[config.mk]
export PLATFORM = sky130hd
export DESIGN_NAME = id_ex_stage
export DESIGN_NICKNAME = d
export VERILOG_FILES = /design/src/rtl/mips_pkg.sv /design/src/rtl/id_ex_stage_load_use_detect.sv /design/src/rtl/id_ex_stage.sv
export SDC_FILE = /design/constraint.sdc
export NUM_CORES = 1
export LEC_CHECK = 0
export BUFFER_PORTS_ARGS = -buffer_cell sky130_fd_sc_hd__buf_2
export CELL_PAD_IN_SITES_DETAIL_PLACEMENT = 1
export CELL_PAD_IN_SITES_GLOBAL_PLACEMENT = 1
export CORE_UTILIZATION = 31
export CTS_BUF_LIST = sky130_fd_sc_hd__clkbuf_16
export DETAILED_ROUTE_END_ITERATION = 16
export HOLD_SLACK_MARGIN = 0.03
export PLACE_DENSITY = 0.74
export SYNTH_ARGS = -nofsm -noshare
export SYNTH_HDL_FRONTEND = slang
export SYNTH_HIERARCHICAL = 1
export SYNTH_SLANG_ARGS = --single-unit
[constraint.sdc]
create_clock -name clk -period 5 [get_ports clk]
set_input_delay 1 -clock clk [delete_from_list [all_inputs] [get_ports clk]]
set_output_delay 1 -clock clk [all_outputs]
set_load 0.01 [all_outputs]
[src/rtl/mips_pkg.sv]
// Shared constants and types for the MIPS pipeline: datapath widths,
// ALU operation encodings, the hard-wired zero register and the
// all-zero control word used when a bubble is loaded into a stage.
package mips_pkg;

    localparam int DATA_W  = 32;
    localparam int REG_AW  = 5;
    localparam int ALUOP_W = 4;

    localparam logic [REG_AW-1:0] REG_ZERO = '0;

    typedef enum logic [ALUOP_W-1:0] {
        ALU_ADD  = 4'd0,
        ALU_SUB  = 4'd1,
        ALU_AND  = 4'd2,
        ALU_OR   = 4'd3,
        ALU_XOR  = 4'd4,
        ALU_NOR  = 4'd5,
        ALU_SLT  = 4'd6,
        ALU_SLTU = 4'd7,
        ALU_SLL  = 4'd8,
        ALU_SRL  = 4'd9,
        ALU_SRA  = 4'd10,
        ALU_LUI  = 4'd11
    } aluop_e;

    // Single-bit stage controls travelling with an instruction.
    typedef struct packed {
        logic regwrite;
        logic memread;
        logic memwrite;
        logic memtoreg;
        logic alusrc;
    } ctrl_t;

    localparam ctrl_t CTRL_BUBBLE = '0;

endpackage

[src/rtl/id_ex_stage_load_use_detect.sv]
// Combinational load-use hazard detector: flags when the load sitting in
// EX writes a register the instruction in ID actually reads. Loads to the
// zero register never create a dependency.
module load_use_detect #(
    parameter int REG_AW = 5
) (
    input  logic              ex_valid_i,
    input  logic              ex_memread_i,
    input  logic [REG_AW-1:0] ex_rd_i,
    input  logic              id_valid_i,
    input  logic              id_uses_rs_i,
    input  logic              id_uses_rt_i,
    input  logic [REG_AW-1:0] id_rs_i,
    input  logic [REG_AW-1:0] id_rt_i,
    output logic              load_use_o
);

    logic rs_hit;
    logic rt_hit;

    assign rs_hit = id_uses_rs_i && (ex_rd_i == id_rs_i);
    assign rt_hit = id_uses_rt_i && (ex_rd_i == id_rt_i);

    assign load_use_o = ex_valid_i && ex_memread_i && (ex_rd_i != '0) &&
                        id_valid_i && (rs_hit || rt_hit);

endmodule

[src/rtl/id_ex_stage.sv]
// ID/EX pipeline register with load-use bubble insertion, stall freeze,
// branch squash (remembered across a stall) and WB->ID write-through.
// Optional bubble_cnt performance counter enabled by ID_EX_PERF_CNT_EN.
module id_ex_stage #(
    parameter int DATA_W  = 32,
    parameter int REG_AW  = 5,
    parameter int ALUOP_W = 4
) (
    input  logic               clk,
    input  logic               rst,
    input  logic               stall_in,
    input  logic               flush_in,
    input  logic               id_valid,
    input  logic [DATA_W-1:0]  id_pc,
    input  logic [REG_AW-1:0]  id_rs,
    input  logic [REG_AW-1:0]  id_rt,
    input  logic [REG_AW-1:0]  id_rd,
    input  logic               id_uses_rs,
    input  logic               id_uses_rt,
    input  logic [DATA_W-1:0]  id_rs_data,
    input  logic [DATA_W-1:0]  id_rt_data,
    input  logic [DATA_W-1:0]  id_imm,
    input  logic               id_regwrite,
    input  logic               id_memread,
    input  logic               id_memwrite,
    input  logic               id_memtoreg,
    input  logic               id_alusrc,
    input  logic [ALUOP_W-1:0] id_aluop,
    input  logic               wb_regwrite,
    input  logic [REG_AW-1:0]  wb_rd,
    input  logic [DATA_W-1:0]  wb_data,
    output logic               id_ex_valid,
    output logic [DATA_W-1:0]  id_ex_pc,
    output logic [DATA_W-1:0]  id_ex_rs_data,
    output logic [DATA_W-1:0]  id_ex_rt_data,
    output logic [DATA_W-1:0]  id_ex_imm,
    output logic [REG_AW-1:0]  id_ex_rs,
    output logic [REG_AW-1:0]  id_ex_rt,
    output logic [REG_AW-1:0]  id_ex_rd,
    output logic               id_ex_regwrite,
    output logic               id_ex_memread,
    output logic               id_ex_memwrite,
    output logic               id_ex_memtoreg,
    output logic               id_ex_alusrc,
    output logic [ALUOP_W-1:0] id_ex_aluop,
    output logic               hold_upstream
`ifdef ID_EX_PERF_CNT_EN
    ,
    output logic [31:0]        bubble_cnt
`endif
);

    import mips_pkg::*;

    logic               valid_q,   valid_d;
    logic [DATA_W-1:0]  pc_q,      pc_d;
    logic [DATA_W-1:0]  rs_data_q, rs_data_d;
    logic [DATA_W-1:0]  rt_data_q, rt_data_d;
    logic [DATA_W-1:0]  imm_q,     imm_d;
    logic [REG_AW-1:0]  rs_q,      rs_d;
    logic [REG_AW-1:0]  rt_q,      rt_d;
    logic [REG_AW-1:0]  rd_q,      rd_d;
    ctrl_t              ctrl_q,    ctrl_d;
    logic [ALUOP_W-1:0] aluop_q,   aluop_d;
    logic               pending_flush_q, pending_flush_d;

    logic  load_use;
    logic  kill;
    logic  wb_hit_rs;
    logic  wb_hit_rt;
    ctrl_t id_ctrl;

    load_use_detect #(
        .REG_AW (REG_AW)
    ) u_load_use_detect (
        .ex_valid_i   (valid_q),
        .ex_memread_i (ctrl_q.memread),
        .ex_rd_i      (rd_q),
        .id_valid_i   (id_valid),
        .id_uses_rs_i (id_uses_rs),
        .id_uses_rt_i (id_uses_rt),
        .id_rs_i      (id_rs),
        .id_rt_i      (id_rt),
        .load_use_o   (load_use)
    );

    // A flush seen while stalled is remembered so the squash still happens.
    assign kill = flush_in || pending_flush_q;

    assign hold_upstream = stall_in || (!kill && load_use);

    // Register-file bypass for a write retiring in the same cycle.
    assign wb_hit_rs = wb_regwrite && (wb_rd != REG_ZERO) && (wb_rd == id_rs);
    assign wb_hit_rt = wb_regwrite && (wb_rd != REG_ZERO) && (wb_rd == id_rt);

    assign id_ctrl = '{regwrite: id_regwrite, memread: id_memread,
                       memwrite: id_memwrite, memtoreg: id_memtoreg,
                       alusrc: id_alusrc};

    // Next-state selection: stall hold, squash/load-use bubble, or capture.
    always_comb begin
        valid_d         = valid_q;
        pc_d            = pc_q;
        rs_data_d       = rs_data_q;
        rt_data_d       = rt_data_q;
        imm_d           = imm_q;
        rs_d            = rs_q;
        rt_d            = rt_q;
        rd_d            = rd_q;
        ctrl_d          = ctrl_q;
        aluop_d         = aluop_q;
        pending_flush_d = pending_flush_q;

        if (stall_in) begin
            if (flush_in) begin
                pending_flush_d = 1'b1;
            end
        end else if (kill || load_use) begin
            // Zero indices keep the forwarding unit from matching a bubble.
            valid_d   = 1'b0;
            pc_d      = '0;
            rs_data_d = '0;
            rt_data_d = '0;
            imm_d     = '0;
            rs_d      = REG_ZERO;
            rt_d      = REG_ZERO;
            rd_d      = REG_ZERO;
            ctrl_d    = CTRL_BUBBLE;
            aluop_d   = '0;
            if (kill) begin
                pending_flush_d = 1'b0;
            end
        end else begin
            valid_d   = id_valid;
            pc_d      = id_pc;
            rs_data_d = wb_hit_rs ? wb_data : id_rs_data;
            rt_data_d = wb_hit_rt ? wb_data : id_rt_data;
            imm_d     = id_imm;
            rs_d      = id_rs;
            rt_d      = id_rt;
            rd_d      = id_rd;
            ctrl_d    = id_valid ? id_ctrl : CTRL_BUBBLE;
            aluop_d   = id_valid ? id_aluop : '0;
        end
    end

    // Pipeline register bank.
    always_ff @(posedge clk or posedge rst) begin
        if (rst) begin
            valid_q         <= 1'b0;
            pc_q            <= '0;
            rs_data_q       <= '0;
            rt_data_q       <= '0;
            imm_q           <= '0;
            rs_q            <= '0;
            rt_q            <= '0;
            rd_q            <= '0;
            ctrl_q          <= CTRL_BUBBLE;
            aluop_q         <= '0;
            pending_flush_q <= 1'b0;
        end else begin
            valid_q         <= valid_d;
            pc_q            <= pc_d;
            rs_data_q       <= rs_data_d;
            rt_data_q       <= rt_data_d;
            imm_q           <= imm_d;
            rs_q            <= rs_d;
            rt_q            <= rt_d;
            rd_q            <= rd_d;
            ctrl_q          <= ctrl_d;
            aluop_q         <= aluop_d;
            pending_flush_q <= pending_flush_d;
        end
    end

    assign id_ex_valid    = valid_q;
    assign id_ex_pc       = pc_q;
    assign id_ex_rs_data  = rs_data_q;
    assign id_ex_rt_data  = rt_data_q;
    assign id_ex_imm      = imm_q;
    assign id_ex_rs       = rs_q;
    assign id_ex_rt       = rt_q;
    assign id_ex_rd       = rd_q;
    assign id_ex_regwrite = ctrl_q.regwrite;
    assign id_ex_memread  = ctrl_q.memread;
    assign id_ex_memwrite = ctrl_q.memwrite;
    assign id_ex_memtoreg = ctrl_q.memtoreg;
    assign id_ex_alusrc   = ctrl_q.alusrc;
    assign id_ex_aluop    = aluop_q;

`ifdef ID_EX_PERF_CNT_EN
    logic [31:0] bubble_cnt_q, bubble_cnt_d;

    // Count load-use bubbles only; saturate rather than wrap.
    always_comb begin
        bubble_cnt_d = bubble_cnt_q;
        if (!stall_in && !kill && load_use && (bubble_cnt_q != 32'hFFFF_FFFF)) begin
            bubble_cnt_d = bubble_cnt_q + 32'd1;
        end
    end

    // Performance counter register.
    always_ff @(posedge clk or posedge rst) begin
        if (rst) begin
            bubble_cnt_q <= '0;
        end else begin
            bubble_cnt_q <= bubble_cnt_d;
        end
    end

    assign bubble_cnt = bubble_cnt_q;
`endif

endmodule

==> results of run 1 <==
[cells by family after synthesis]
logic type,after synthesis
buf+inv,65
xor+xnor,20
simple gates,112
compound gates,221
flops,154
[per-stage QoR]
step | utilization (%) | hold WS [ns]
after detailed placement | 40.1 | 0.478
after CTS | 43.0 | 0.493
final | 43.0 | 0.493
after global routing | 43.0 | 0.521
after global placement | 40.1 | 0.467
after floorplan | - | 0.517
[worst max-delay path: stages]
cell,delay [ns]
buf_2,0.12
xor2_1,0.15
nor4_1,0.29
nand3_1,0.16
a21oi_1,0.31
a21o_1,0.17
buf_2,0.15
[cell type report]
| type | instances | area [um2] | area share, % |
|---|---|---|---|
| tap | 280 | 350 | 3.74 |
| clock inverter | 15 | 198 | 2.11 |
| timing repair buffer | 362 | 1860 | 19.8 |
| multi-input combinational | 353 | 2660 | 28.4 |
| inverter | 1 | 7.51 | 0.0802 |
| antenna | 6 | 15.0 | 0.160 |
| sequential | 154 | 3850 | 41.2 |
| clock buffer | 17 | 425 | 4.54 |
[per-layer routing]
layer / vias up / part of all wire (%)
met3: 34 / 5.8
met1: 3177 / 43
met2: 226 / 49
li1: 2853 / -
met4: 0 / 2.2
met5: - / 0
[layout by cell type, fill, tap and decap left out]
cell	synthesis	layout
buf_2	1	349
dfrtp_1	154	154
nand2_1	98	98
a22o_1	88	88
o311ai_0	63	63
o211ai_1	34	34
o211ai_2	30	30
clkbuf_16	0	17
xnor2_1	12	12
buf_4	0	12
xor2_1	8	8
diode_2	0	6
clkinv_8	0	5
nand3_1	4	4
inv_8	0	4
clkinvlp_4	0	3
inv_6	0	3
or4_1	2	2
or3_4	2	2
a21o_1	2	2
nor4_1	2	2
nor4_4	0	1
o21ai_4	0	1
o311ai_1	1	1
nor2_1	1	1
nor2b_1	1	1
and2_1	1	1
bufinv_16	0	1
buf_12	3	1
o2111ai_1	1	1
a21oi_1	1	1
[registers in the layout (all words and copies together) (netlist names)]
register	flops
id_ex_valid	1
id_ex_alusrc	1
id_ex_memtoreg	1
id_ex_rs	5
id_ex_rs_data	32
pending_flush_q	1
id_ex_memread	1
id_ex_rt_data	32
id_ex_rd	5
id_ex_rt	5
id_ex_pc	32
id_ex_imm	32
id_ex_aluop	4
id_ex_regwrite	1
id_ex_memwrite	1
[worst max path at each step]
stage | from | to | cells after the start
final | id_rt[2] | hold_upstream | 7
after global routing | id_ex_rd[2] | id_ex_rs_data[3] | 8
after CTS | id_rt[2] | hold_upstream | 7
after detailed placement | stall_in | id_ex_rs_data[2] | 6
after floorplan | rst | id_ex_aluop[0] | 1
after global placement | id_rt[2] | id_ex_rs_data[1] | 10
[report_power, final]
group	switching [mW]	internal, mW	total (mW)
clock	0.636	0.725	1.36
sequential	0.0563	1.33	1.39
combinational	0.288	0.207	0.495
==> impl_metrics.tcl, run 1 <==
set metrics [dict create \
    rsz0062_at_grt "no" \
    critPathMaxFanout 3 \
    drcViolationCount 0 \
    drive_gt1_share_pct 47.6 \
    skew_ns 0.0152 \
    vdd_ir_drop_max_mv 0.136 \
    syn_to_final_growth_pct 36.7 \
    vias 6290 \
    htreeDepth 4 \
    max_slew_margin_pct 37.5 \
    syn_nets 769 \
    cts_setup_buffers 0 \
    postLayoutSetupSlackWorst_ns 1.66 \
    cts_resized 0 \
    r2r-start "id_ex_rd[2]" \
    synth_mux_area_share_pct 0 \
    grt_pass1_vias 6547 \
    final_cells 1188 \
    synth_commonest_cells "154 x dfrtp_1, 98 x nand2_1, 88 x a22o_1" \
    slew_viol_final 0 \
    setup_viol 0 \
    pre_cts_ws_ns 1.45 \
    fmax_mhz 299 \
    cts_tree "done" \
    antenna_found_initial 6 \
    reg2reg_depth 8 \
    yosys.cell_types.count 29 \
    ys_async_sr_fraction_pct 100 \
    use_met2_pct 36.0 \
    maxCapViolCount 0 \
    synth_flop_cell "dfrtp_1" \
    r2r_end "id_ex_rs_data[2]" \
    die_h_um 151 \
    clk_path_buf_depth 2 \
    io_buffers 350 \
    min_from "id_ex_rs_data[23]" \
    critical_path_required_ns 4.00 \
    synthTopCellsByArea "dfrtp_1 56%, a22o_1 11%, o311ai_0 8.1%" \
    clock_sinks 154 \
    synth_edf_count 0 \
    tns_ns 0 \
    min_period_over_period_pct 66.9 \
    min_period_ns 3.34 \
    postCtsHoldBufs 0 \
    root_buffer "clkbuf_16" \
    synth_compound_area_share_pct 29.2 \
    finalNetCount 1086 \
    synth_adder_area_share_pct 0 \
    cts_buffers 17 \
    fill_cells 2517 \
    hold_violations 0 \
    p_leak_nw 4.76 \
    critPathLaunchType "primary input" \
    hold_path_class "register to register" \
    synth_simple_gate_area_share_pct 6.81 \
    placed_area_um2 8730 \
    drtIter0Drc 267 \
    core_area_um2 21800 \
    place_inst 1150 \
    yosysWarnings 6 \
    ant_nets 0 \
    pwr_density_cell_nw_per_um2 347 \
    initial_core_util_pct 31.5 \
    path_clk_slew_ns 0.06 \
    grtUsageMet1_pct 28.8 \
    wire_per_inst_um 21.3 \
    dp_hpwl_um 17400 \
    grt_max_degree 84 \
    ios 351 \
    holdPathEnd "id_ex_rs_data[23]" \
    cp-end-kind "output port" \
    syn_avg_cell_area_um2 12.0 \
    synth_top_family_by_area "compound AO/OA/AOI/OAI gates" \
    grt.overflow.total 0 \
    gp_congestion 0.800 \
    hold-path-cell-count 2 \
    via_per_inst 5.29 \
    synthesis.area_um2 6850 \
    track_usage_pct 22.3 \
    firstDrtPassIters 4 \
    synth_most_common_cell "dfrtp_1" \
    synthXorXnorAreaFrac_pct 2.56 \
    die-area_um2 22700 \
    grt_most_used_layer "met2" \
    synth_top_area_share_pct 56.3 \
    netlist_instances 572 \
    die_w_um 151 \
    outcome "complete, no violations" \
    grtUsageMet3_pct 4.58 \
    grt_pass1_wl_um 38200 \
    wl_um 25300 \
    design_area_um2 9360 \
    yosysTopAreaCell "dfrtp_1" \
    ys_ff_latch 154 \
    clk_latency_ns 0.43 \
    seq_area_frac_synth_pct 56.3 \
    worst_pin_slew_ns 0.935 \
    reg2reg_slack_ns 1.72 \
    num_rows 54 \
    crit_type "primary input to output port" \
    worstPathArrival_ns 2.34 \
    fin_total_pwr_mw 3.25 \
]
Power figures use the tool's default switching activity.
==> run 2, diff against run 1 <==
==> constraint.sdc (replaced) <==
create_clock -name clk -period 3 [get_ports clk]
set_input_delay 0.6 -clock clk [delete_from_list [all_inputs] [get_ports clk]]
set_output_delay 0.6 -clock clk [all_outputs]
set_load 0.01 [all_outputs]
==> impl_metrics.tcl, run 2 (synthesized netlist as in run 1, its figures left out) <==
set metrics [dict create \
    outcome "complete, no violations" \
    wl_um 25200 \
    grt_pass1_wl_um 38400 \
    vdd_ir_drop_max_mv 0.263 \
    r2r_end "id_ex_rs_data[28]" \
    cts_buffers 17 \
    placed_area_um2 8810 \
    setup_viol 0 \
    critPathMaxFanout 5 \
    grt.overflow.total 0 \
    initial_core_util_pct 31.5 \
    cp-end-kind "output port" \
    hold_path_class "primary input to async pin" \
    clk_path_buf_depth 2 \
    min_period_over_period_pct 93.4 \
    finalNetCount 1089 \
    wire_per_inst_um 21.2 \
    grt_max_degree 155 \
    htreeDepth 4 \
    syn_to_final_growth_pct 37.9 \
    dp_hpwl_um 17600 \
    max_slew_margin_pct 53.4 \
    final_common_cell "buf_2" \
    layout_common_cells "349 x buf_2, 154 x dfrtp_1, 98 x nand2_1" \
    drtIter0Drc 276 \
    gp_congestion 0.795 \
    maxCapViolCount 0 \
    hold_violations 0 \
    min_period_ns 2.80 \
    ios 351 \
    path_clk_slew_ns 0.08 \
    pwr_density_cell_nw_per_um2 575 \
    clk_latency_ns 0.43 \
    die-area_um2 22700 \
    worst_pin_slew_ns 0.699 \
    clock_sinks 154 \
    critical_path_required_ns 2.40 \
    cts_resized 0 \
    p_leak_nw 4.80 \
    die_w_um 151 \
    design_area_um2 9440 \
    ant_nets 0 \
    reg2reg_depth 7 \
    rsz0062_at_grt "no" \
    critPathLaunchType "register" \
    vias 6226 \
    firstDrtPassIters 4 \
    place_inst 1153 \
    final_util_pct 43.4 \
    skew_ns 0.0120 \
    fin_total_pwr_mw 5.43 \
    tns_ns 0 \
    fmax_mhz 357 \
    core_area_um2 21800 \
    num_rows 54 \
    drive_gt1_share_pct 47.7 \
    slew_viol_final 0 \
    postCtsHoldBufs 0 \
    grt_pass1_vias 6617 \
    final_cells 1187 \
    die_h_um 151 \
    cts_tree "done" \
    cts_setup_buffers 0 \
    antenna_found_initial 2 \
    crit_type "register to output port" \
    drcViolationCount 0 \
    root_buffer "clkbuf_16" \
    worstPathArrival_ns 2.20 \
    reg2reg_slack_ns 0.36 \
    track_usage_pct 22.5 \
    r2r-start "id_ex_rd[2]" \
    io_buffers 350 \
    via_per_inst 5.25 \
]
[run 2: stage by stage]
step	setup slack [ns]	hold slack [ns]
finish	0.199	0.273
global route	0.133	0.288
CTS	0.182	0.293
detailed placement	0.386	0.476
global placement	0.413	0.470
floorplan	0.455	0.517
[run 2: critical path, cell delays in order (launching register included)]
cell and delay (ns):
dfrtp_1 0.45, xor2_1 0.19, nor4_1 0.31, nand3_1 0.12, a21oi_1 0.36, a21o_1 0.20
buf_2 0.14
[run 2: area by class of cell]
cell class | instances | area (um2)
Multi-Input combinational cell | 353 | 2660
Inverter | 1 | 7.51
Tap cell | 280 | 350
Sequential cell | 154 | 3850
Timing Repair Buffer | 365 | 1940
Clock inverter | 15 | 200
Clock buffer | 17 | 425
Antenna cell | 2 | 5.00
Fill cell | 2518 | 12300
[run 2: per-layer routing]
layer | GRT usage (%) | part of all wire, %
met4 | 7.65 | 1.9
met1 | 27.9 | 42
met5 | 1.36 | 0.14
met3 | 5.33 | 6.0
met2 | 37.9 | 50
[run 2: how the worst max path moves through the flow]
stage          slack, ns              to  cells past startpoint   startpoint
3_5_place_dp        0.39   hold_upstream                      7     id_rs[2]
6_report            0.20   hold_upstream                      6  id_ex_rd[2]
4_1_cts             0.18   hold_upstream                      6  id_ex_rd[2]
2_1_floorplan       0.46  id_ex_aluop[0]                      1          rst
3_3_place_gp        0.41   hold_upstream                      7     id_rt[2]
5_1_grt             0.13   hold_upstream                      6  id_ex_rd[2]
[run 2: power by group]
group	total (mW)	internal [mW]	switching [mW]
clock	2.28	1.21	1.07
sequential	2.31	2.22	0.0922
combinational	0.839	0.358	0.480
==> run 3, diff against run 2 <==
--- a/config.mk
+++ b/config.mk
@@ -5,13 +5,14 @@
 export SDC_FILE = /design/constraint.sdc
 export NUM_CORES = 1
 export LEC_CHECK = 0
+export ABC_AREA = 1
 export BUFFER_PORTS_ARGS = -buffer_cell sky130_fd_sc_hd__buf_2
 export CELL_PAD_IN_SITES_DETAIL_PLACEMENT = 1
 export CELL_PAD_IN_SITES_GLOBAL_PLACEMENT = 1
-export CORE_UTILIZATION = 31
+export CORE_UTILIZATION = 30
 export CTS_BUF_LIST = sky130_fd_sc_hd__clkbuf_16
 export DETAILED_ROUTE_END_ITERATION = 16
-export HOLD_SLACK_MARGIN = 0.03
+export HOLD_SLACK_MARGIN = 0.06
 export PLACE_DENSITY = 0.74
 export SYNTH_ARGS = -nofsm -noshare
 export SYNTH_HDL_FRONTEND = slang
==> impl_metrics.tcl, run 3 <==
set metrics [dict create \
    finalNetCount 1345 \
    cpPeakStageDelay_ns 0.49 \
    synthTopCellsByArea "dfrtp_1 54%, nand2_1 12%, a22o_1 9.3%" \
    die-area_um2 24500 \
    placed_area_um2 9210 \
    clk_latency_ns 0.42 \
    ios 351 \
    ant_nets 0 \
    p_int_mw 3.66 \
    dp_hpwl_um 18600 \
    final_cells 1480 \
    syn_avg_cell_area_um2 8.72 \
    critical_path_required_ns 2.40 \
    num_rows 56 \
    path_clk_slew_ns 0.07 \
    design_area_um2 9770 \
    grt_pass1_vias 7408 \
    swShare_pct 30.1 \
    ys_async_sr_fraction_pct 100 \
    place_inst 1448 \
    final_common_cell "buf_2" \
    grt_max_degree 81 \
    via_per_inst 4.78 \
    critPathMostFrequentCell "nand2_1" \
    rsz0062_at_grt "no" \
    antennaDiodeCount 0 \
    synth_flop_cell "dfrtp_1" \
    wl_um 26000 \
    reg2reg_depth 10 \
    tns_ns 0 \
    worstPathArrival_ns 1.84 \
    wire_per_inst_um 17.5 \
    drcViolationCount 0 \
    min_period_over_period_pct 81.4 \
    grt.overflow.total 0 \
    seq_power_share_pct 44.2 \
    synth_top_area_share_pct 53.9 \
    gp_congestion 0.826 \
    ys_ff_latch 154 \
    fill_cells 2931 \
    netlist_instances 820 \
    antenna_found_initial 0 \
    grt_pass1_wl_um 40500 \
    synth_edf_count 0 \
    cp_cell_sequence "inv_2, nand2_2, nand2_1, nor2_1, nand3_1, a21oi_2, nand2_1, nand2_1, buf_2" \
    yosys.cell_types.count 23 \
    fmax_mhz 409 \
    cp-end-kind "output port" \
    vdd_ir_drop_max_mv 0.359 \
    firstDrtPassIters 6 \
    yosysWarnings 6 \
    track_usage_pct 21.6 \
    die_h_um 156 \
    io_buffers 350 \
    htreeDepth 4 \
    yosysTopAreaCell "dfrtp_1" \
    cts_resized 0 \
    cts_tree "done" \
    postCtsHoldBufs 0 \
    final_util_pct 41.8 \
    r2r-start "id_ex_rd[3]" \
    fin_total_pwr_mw 5.23 \
    root_buffer "clkbuf_16" \
    die_w_um 156 \
    r2r_end "id_ex_rs[1]" \
    seq_area_frac_synth_pct 53.9 \
    core_area_um2 23400 \
    cts_setup_buffers 0 \
    min_period_ns 2.44 \
    clock_sinks 154 \
    postLayoutSetupSlackWorst_ns 0.558 \
    clockPowerShare_pct 39.6 \
    critPathMaxFanout 5 \
    timing.hold.ws_ns 0.203 \
    skew_ns 0.0112 \
    syn_to_final_growth_pct 36.6 \
    worst_pin_slew_ns 0.845 \
    syn_nets 1017 \
    layout_common_cells "349 x buf_2, 236 x nand2_1, 154 x dfrtp_1" \
    critPathLaunchType "register" \
    power.switching_mw 1.58 \
    clk_path_buf_depth 2 \
    max_slew_margin_pct 43.6 \
    outcome "complete, no violations" \
    drive_gt1_share_pct 35.4 \
    synth_commonest_cells "236 x nand2_1, 154 x dfrtp_1, 116 x inv_1" \
    combPwrFrac_pct 16.3 \
    vias 7079 \
    drtIter0Drc 337 \
    setup_viol 0 \
    synth_most_common_cell "nand2_1" \
    initial_core_util_pct 30.6 \
    slowest_stage "dfrtp_1" \
    maxCapViolCount 0 \
    p_leak_nw 5.87 \
    slew_viol_final 0 \
    cts_buffers 17 \
    crit_type "register to output port" \
    hold_path_class "primary input to async pin" \
    pwr_density_cell_nw_per_um2 536 \
    hold_violations 0 \
    synthesis.area_um2 7150 \
    pre_cts_ws_ns 0.754 \
    reg2reg_slack_ns 1.02 \
]
==> run 3: changes by cell type in the layout (fill, tap and decap cells not counted), sizes merged, moves of 4 or more <==
cell,previous run,this run
nand2,98,238
inv,7,128
nand3,4,101
o211ai,64,0
o311ai,64,0
nand4,0,34
nor2,1,18
a22o,88,76
xnor2,12,2
a32o,0,9
xor2,8,4
==> run 3: area by class of cell <==
cell class | count | area (um2) | area share [%]
flip-flops and latches | 154 | 3850 | 39.4
repair buffers | 364 | 1920 | 19.7
clock inverters | 15 | 133 | 1.36
well taps | 319 | 399 | 4.09
clock buffers | 17 | 425 | 4.35
inverters | 122 | 462 | 4.73
multi-input cells | 489 | 2580 | 26.4
==> run 3: kinds of logic after synthesis <==
family	count (synthesis)	share of synthesized area, %
and+or+nand+nor	393	24.2
AOI/OAI and AO/OA	90	11.0
DFF	154	53.9
xor gates and xnor gates	6	0.735
buffers and inverters	177	10.2
==> run 3: power by group through the flow <==
stage | clock network, mW | registers (mW) | logic (mW)
2_1_floorplan | 0 | 2.41 | 0.358
3_3_place_gp | 0 | 2.35 | 0.849
3_5_place_dp | 0 | 2.34 | 0.869
4_1_cts | 2.14 | 2.31 | 0.868
5_1_grt | 2.23 | 2.33 | 0.944
6_report | 2.07 | 2.31 | 0.851
==> run 3: how the worst max path moves through the flow <==
stage / to / cells past startpoint / from
after floorplan: id_ex_aluop[0] / 1 / rst
after global placement: hold_upstream / 10 / id_rs[0]
after detailed placement: id_ex_rs[1] / 11 / id_rs[0]
after CTS: hold_upstream / 9 / id_ex_rd[3]
after global routing: hold_upstream / 9 / id_ex_rd[3]
final: hold_upstream / 9 / id_ex_rd[3]
==> run 3: metal layers <==
layer  wire length, um  track usage (%)  vias up  part of all wire [%]
li1                  -                -     3324                     -
met1             10700             26.1     3433                    41
met2             12800             36.9      290                    49
met3              1970             5.57       32                   7.6
met4               558             7.75        0                   2.1
met5                 0                0        -                     0
==> run 3: worst max-delay path, delay by kind of cell, from the launching register on <==
family | cells | cell delay (ns)
DFF | 1 | 0.49
and+or+nand+nor | 6 | 0.48
buffers and inverters | 2 | 0.24
AOI/OAI and AO/OA | 1 | 0.23
